===== src/rtl/cpu_pkg.sv =====
// Shared widths, reset vector and the fetch buffer entry type used by the fetch stage.
package cpu_pkg;

    localparam int WORD_WIDTH = 16;
    localparam int ADDR_WIDTH = 16;

    // Address 0 holds the ROM default/nop, so execution starts one word in.
    localparam logic [ADDR_WIDTH-1:0] RESET_VECTOR_DEFAULT = 16'h0001;

    typedef struct packed {
        logic [ADDR_WIDTH-1:0] pc;
        logic [WORD_WIDTH-1:0] instr;
    } fetch_entry_t;

endpackage


===== src/rtl/fetch_fifo.sv =====
// Generic synchronous FIFO with occupancy count, flush, and same-cycle push/pop
// (a push into a full FIFO is accepted when a pop happens in the same cycle).
module fetch_fifo #(
    parameter int WIDTH = 32,
    parameter int DEPTH = 2,
    localparam int PTR_W = $clog2(DEPTH)
) (
    input  logic             clk,
    input  logic             srst,
    input  logic             push,
    input  logic             pop,
    input  logic             flush,
    input  logic [WIDTH-1:0] wr_data,
    output logic [WIDTH-1:0] rd_data,
    output logic             valid,
    output logic             full,
    output logic [PTR_W:0]   count
);

    localparam logic [PTR_W:0] DEPTH_C = (PTR_W+1)'(DEPTH);

    logic [WIDTH-1:0] mem_reg [DEPTH];
    logic [PTR_W-1:0] wr_ptr_reg;
    logic [PTR_W-1:0] rd_ptr_reg;
    logic [PTR_W:0]   count_reg;
    logic             pop_eff;
    logic             push_eff;

    assign pop_eff  = pop && (count_reg != '0);
    assign push_eff = push && !flush && ((count_reg != DEPTH_C) || pop_eff);

    always_ff @(posedge clk) begin
        if (srst) begin
            wr_ptr_reg <= '0;
            rd_ptr_reg <= '0;
            count_reg  <= '0;
        end else if (flush) begin
            // A pop in the flush cycle is already complete; everything else is dropped.
            rd_ptr_reg <= wr_ptr_reg;
            count_reg  <= '0;
        end else begin
            if (push_eff) wr_ptr_reg <= wr_ptr_reg + 1'b1;
            if (pop_eff)  rd_ptr_reg <= rd_ptr_reg + 1'b1;
            unique case ({push_eff, pop_eff})
                2'b10:   count_reg <= count_reg + 1'b1;
                2'b01:   count_reg <= count_reg - 1'b1;
                default: count_reg <= count_reg;
            endcase
        end
    end

    // Entries are cleared on reset so the head reads zero until the first push.
    for (genvar gi = 0; gi < DEPTH; gi++) begin : mem_gen
        always_ff @(posedge clk) begin
            if (srst) begin
                mem_reg[gi] <= '0;
            end else if (push_eff && (wr_ptr_reg == PTR_W'(gi))) begin
                mem_reg[gi] <= wr_data;
            end
        end
    end

    assign rd_data = mem_reg[rd_ptr_reg];
    assign valid   = (count_reg != '0);
    assign full    = (count_reg == DEPTH_C);
    assign count   = count_reg;

endmodule


===== src/rtl/instruction_fetch.sv =====
// Fetch stage: owns the PC, drives the combinational ROM, buffers {PC, word}
// pairs for decode, and flushes/restarts on execute redirects.
module instruction_fetch
    import cpu_pkg::*;
#(
    parameter logic [15:0] RESET_VECTOR = RESET_VECTOR_DEFAULT,
    parameter int          DEPTH        = 2
) (
    input  logic                     clk,
    input  logic                     sync_rst,
    input  logic                     FetchEnable,
    output logic [15:0]              InstructionAddress,
    input  logic [15:0]              InstructionIn,
    input  logic                     RedirectValid,
    input  logic [15:0]              RedirectAddress,
    output logic                     FetchValid,
    input  logic                     DecodeReady,
    output logic [15:0]              FetchInstruction,
    output logic [15:0]              FetchPC,
    output logic [$clog2(DEPTH):0]   BufferCount
);

    fetch_entry_t head_entry;
    fetch_entry_t tail_entry;
    logic [15:0]  pc_reg;
    logic [15:0]  pc_next;
    logic         pop;
    logic         push;
    logic         fifo_full;

    assign pop  = FetchValid && DecodeReady;
    // The redirect cycle never pushes: the word on the ROM bus belongs to the stale path.
    assign push = FetchEnable && !RedirectValid && (!fifo_full || pop);

    always_comb begin
        tail_entry       = '0;
        tail_entry.pc    = pc_reg;
        tail_entry.instr = InstructionIn;
    end

    always_comb begin
        pc_next = pc_reg;
        if (RedirectValid) begin
            pc_next = RedirectAddress;
        end else if (push) begin
            pc_next = pc_reg + 16'd1;
        end
    end

    always_ff @(posedge clk) begin
        if (sync_rst) begin
            pc_reg <= RESET_VECTOR;
        end else begin
            pc_reg <= pc_next;
        end
    end

    fetch_fifo #(
        .WIDTH ($bits(fetch_entry_t)),
        .DEPTH (DEPTH)
    ) u_fifo (
        .clk     (clk),
        .srst    (sync_rst),
        .push    (push),
        .pop     (pop),
        .flush   (RedirectValid),
        .wr_data (tail_entry),
        .rd_data (head_entry),
        .valid   (FetchValid),
        .full    (fifo_full),
        .count   (BufferCount)
    );

    assign InstructionAddress = pc_reg;
    assign FetchInstruction   = head_entry.instr;
    assign FetchPC            = head_entry.pc;

endmodule

===== config.mk =====
export PLATFORM = sky130hd
export DESIGN_NAME = instruction_fetch
export DESIGN_NICKNAME = d
export VERILOG_FILES = /design/src/rtl/cpu_pkg.sv /design/src/rtl/fetch_fifo.sv /design/src/rtl/instruction_fetch.sv
export SDC_FILE = /design/constraint.sdc
export NUM_CORES = 1
export LEC_CHECK = 0
export BUFFER_PORTS_ARGS = -buffer_cell sky130_fd_sc_hd__buf_2
export CAP_MARGIN = 20
export CORE_MARGIN = 2
export CORE_UTILIZATION = 35
export DETAILED_ROUTE_END_ITERATION = 16
export PLACE_DENSITY = 0.54
export SLEW_MARGIN = 20
export SYNTH_ARGS = -nofsm -noshare
export SYNTH_HDL_FRONTEND = slang
export SYNTH_SLANG_ARGS = --single-unit

===== constraint.sdc =====
create_clock -name clk -period 3.8 [get_ports clk]
set_input_delay 0.19 -clock clk [delete_from_list [all_inputs] [get_ports clk]]
set_output_delay 0.19 -clock clk [all_outputs]
set_load 0.01 [all_outputs]

==> out/results.txt <==
Core area - 10,900 µm²
Maximum cell stage delay along the critical path - 0.62 ns
Static leakage power - 1.95 nW
Startpoint of the worst setup timing path - InstructionAddress[0]$_SDFFE_PP1P_
EDFF count, synth - 64
Asr flop ratio synth - 0%
Maximum clock skew at final layout - 0.0109 ns
H-tree depth reported by CTS - 3
Worst path slowest cell - or4_1
Initial core utilization - 36.1%
Register-to-register setup slack - 1.72 ns
Post-route ant nets - 0
Placer Congestion - 0.759
Routed wire per std cell - 16.9 µm
Ordered cell list for the critical path - ha_1 > nand4_1 > or4_1 > a2111oi_1
Hold Fails Final Rpt - 0
Net total in the final layout - 434
TritonCTS clock tree - done
CP Data Arrival Time - 2.30 ns
Number of vias after detailed routing - 2,670
Commonest register cell after synthesis - edfxtp_1
Post-synthesis cell area - 3950 µm²
CTS root buf - clkbuf_16
Slew margin rel. - 44.8%
I/O pin count - 88
Setup TNS - 0 ns
Number of nets produced by synthesis - 353
Floorplan die height - 110 µm
CTS Buffer Depth - 2
Path depth of the worst reg2reg path - 4
Flip-flop count of the largest register, all copies and words added - 64
Setup crit end kind - flip-flop
Area growth, synth to finish - 22.7%
Setup Fix Bufs, Post-CTS - 0
Final Core Density - 44.3%
RSZ-0062 raised after global routing - false
Number of antenna violations at the first check in global routing - 0
Number of synthesis warnings - 0
Slew at the pin with the worst max-slew slack - 0.828 ns
FF+latch count, synth - 85
Wire length of the first global-routing pass - 14,000 µm
Power per cell area - 461 nW/µm²
Full die area - 12,200 µm²
Number of distinct library cells after synthesis - 42
Antenna diode count - 0
Total clock buffers created by CTS - 9
Number of pins exceeding their max-slew limit in the final report - 0
Width of the chip - 110 µm
Post-Synthesis Mean Instance Area - 12.6 µm²
Violation count after the first detailed-routing iteration - 97
CTS sink count - 85
Via count of the first global-routing pass - 2,710
Drt drc - 0
Largest net degree at the start of global routing - 33
Post_cts resized - 0
Worst path required time - 4.02 ns
Hold WS - 0.121 ns
Combined global-route utilization of all metal layers - 15.6%
Terminus of the critical flop-to-flop path - InstructionAddress[10]$_SDFFE_PP0P_
Share of the clock period used by the worst path - 54.8%
Classification of the worst-slack hold path - input port to flip-flop
Hold-fix buffer count after cts - 0
Max-capacitance violation count - 0
Ratio of routed vias to standard cells - 4.94
Peak ir drop on the vdd network - 0.167 mV
Achievable clock frequency - 0.481 GHz
Detailed placement HPWL - 5570 µm
Row cnt - 38
Post-Layout Cell Count - 540
Placed Cells incl. Taps - 523
Insertion delay to the later sink of the worst-skew pair - 0.34 ns
Setup-failing EPs final - 0
Count of filler cells inserted in the layout - 1,048
Maximum fanout encountered on the critical timing path - 8
Clock transition at path regs - 0.06 ns
WL final - 9130 µm
IO buf count - 87
Worst Setup EP - InstructionAddress[10]$_SDFFE_PP0P_
GR Overflow Total - 0
Syn Inst Count - 314
Length of the first detailed-routing pass in iterations - 4
Post-route minimum period - 2.08 ns
Startpoint type of the worst setup path - flip-flop
Fraction of layout instances using a drive strength above 1 - 36.3%
Outcome - finished, final reports clean
R2r startpoint - InstructionAddress[0]$_SDFFE_PP1P_
Proportion of synthesized chip area in sequential cells - 59.3%
Category of the most critical setup path - flip-flop to flip-flop
-- how the worst min path moves through the flow --
stage / startpoint / endpoint / slack, ns / cells after the start
after floorplan: RedirectAddress[0] / InstructionAddress[0]$_SDFFE_PP1P_ / 0.34 / 2
after global placement: RedirectAddress[8] / InstructionAddress[8]$_SDFFE_PP0P_ / 0.45 / 3
after detailed placement: RedirectAddress[8] / InstructionAddress[8]$_SDFFE_PP0P_ / 0.46 / 3
after CTS: RedirectAddress[8] / InstructionAddress[8]$_SDFFE_PP0P_ / 0.11 / 3
after global routing: RedirectAddress[8] / InstructionAddress[8]$_SDFFE_PP0P_ / 0.12 / 3
final: RedirectAddress[5] / InstructionAddress[5]$_SDFFE_PP0P_ / 0.12 / 3
-- logic make-up after synthesis --
family	after synthesis	synth area share, %
buffers and inverters	21	2.22
XOR/XNOR	12	2.66
flip-flops	85	59.3
multiplexers	32	9.12
AO/OA/AOI/OAI	27	5.13
AND/OR/NAND/NOR	135	21.0
adder cells (fa/ha/maj)	2	0.633
-- through the flow --
step,cell area (µm²),power (mW),setup slack (ns)
floorplan,3950,1.23,0.896
global placement,4510,1.33,1.59
detailed placement,4510,1.33,1.55
CTS,4820,2.25,1.58
global route,4850,2.32,1.61
finish,4850,2.24,1.72
-- cells in the mapped netlist, drive strengths merged, types with 3 or more instances --
library cell	n	area, µm²
and2	65	407
edfxtp	64	1920
mux2	32	360
dfxtp	21	420
nor2	18	67.6
clkbuf	13	50.0
nand4	10	83.8
nand2	9	33.8
xor2	9	78.8
buf	7	33.8
and4	6	52.6
nand3	6	35.0
or4	6	45.0
a211oi	5	37.5
a311oi	5	43.8
a21oi	4	20.0
nor3	4	20.0
nor3b	4	30.0
o31ai	4	30.0
and3	3	23.8
xnor2	3	26.3
-- critical path: cells and delay by family (launching register included) --
family | cells | cell delay, ns
flip-flops | 1 | 0.47
AO/OA/AOI/OAI | 1 | 0.35
adder cells (fa/ha/maj) | 1 | 0.27
AND/OR/NAND/NOR | 2 | 0.88
-- placed cells by master (no fill, tap or decap), types with 3 or more instances in the layout --
master	count
edfxtp_1	64
a311oi_1	5
a211oi_1	5
nand4_1	8
a21oi_1	4
o31ai_1	4
buf_2	87
and2_1	65
nand2_1	9
or4_1	6
nand3_1	5
mux2_2	32
nor3b_1	4
clkbuf_16	9
xor2_1	9
dfxtp_1	20
and4_1	5
nor2_1	18
xnor2_1	3
nor3_1	4
-- power by group --
part / internal (mW) / switching, mW / leakage [nW]
logic: 0.101 / 0.115 / 0.961
registers: 1.05 / 0.0450 / 0.846
clock network: 0.572 / 0.349 / 0.145
-- metal layers --
layer  GRT usage (%)  share of wire [%]  vias up
met5               0                  0        -
met1            20.2                 46     1279
met4            6.79                1.4        0
met2            25.2                 47       69
met3            3.23                5.1        8
li1                -                  -     1314
-- cell type report --
cell class                      instances  area [µm²]  share of cell area (%)
Clock buffer                           11         233                    4.80
Multi-Input combinational cell        208        1540                    31.8
Timing Repair Buffer                   90         478                    9.86
Clock inverter                          5        75.1                    1.55
Inverter                                1        3.75                  0.0774
Tap cell                              140         175                    3.61
Sequential cell                        85        2340                    48.3
Note: power is estimated with default switching activity, not from simulation.
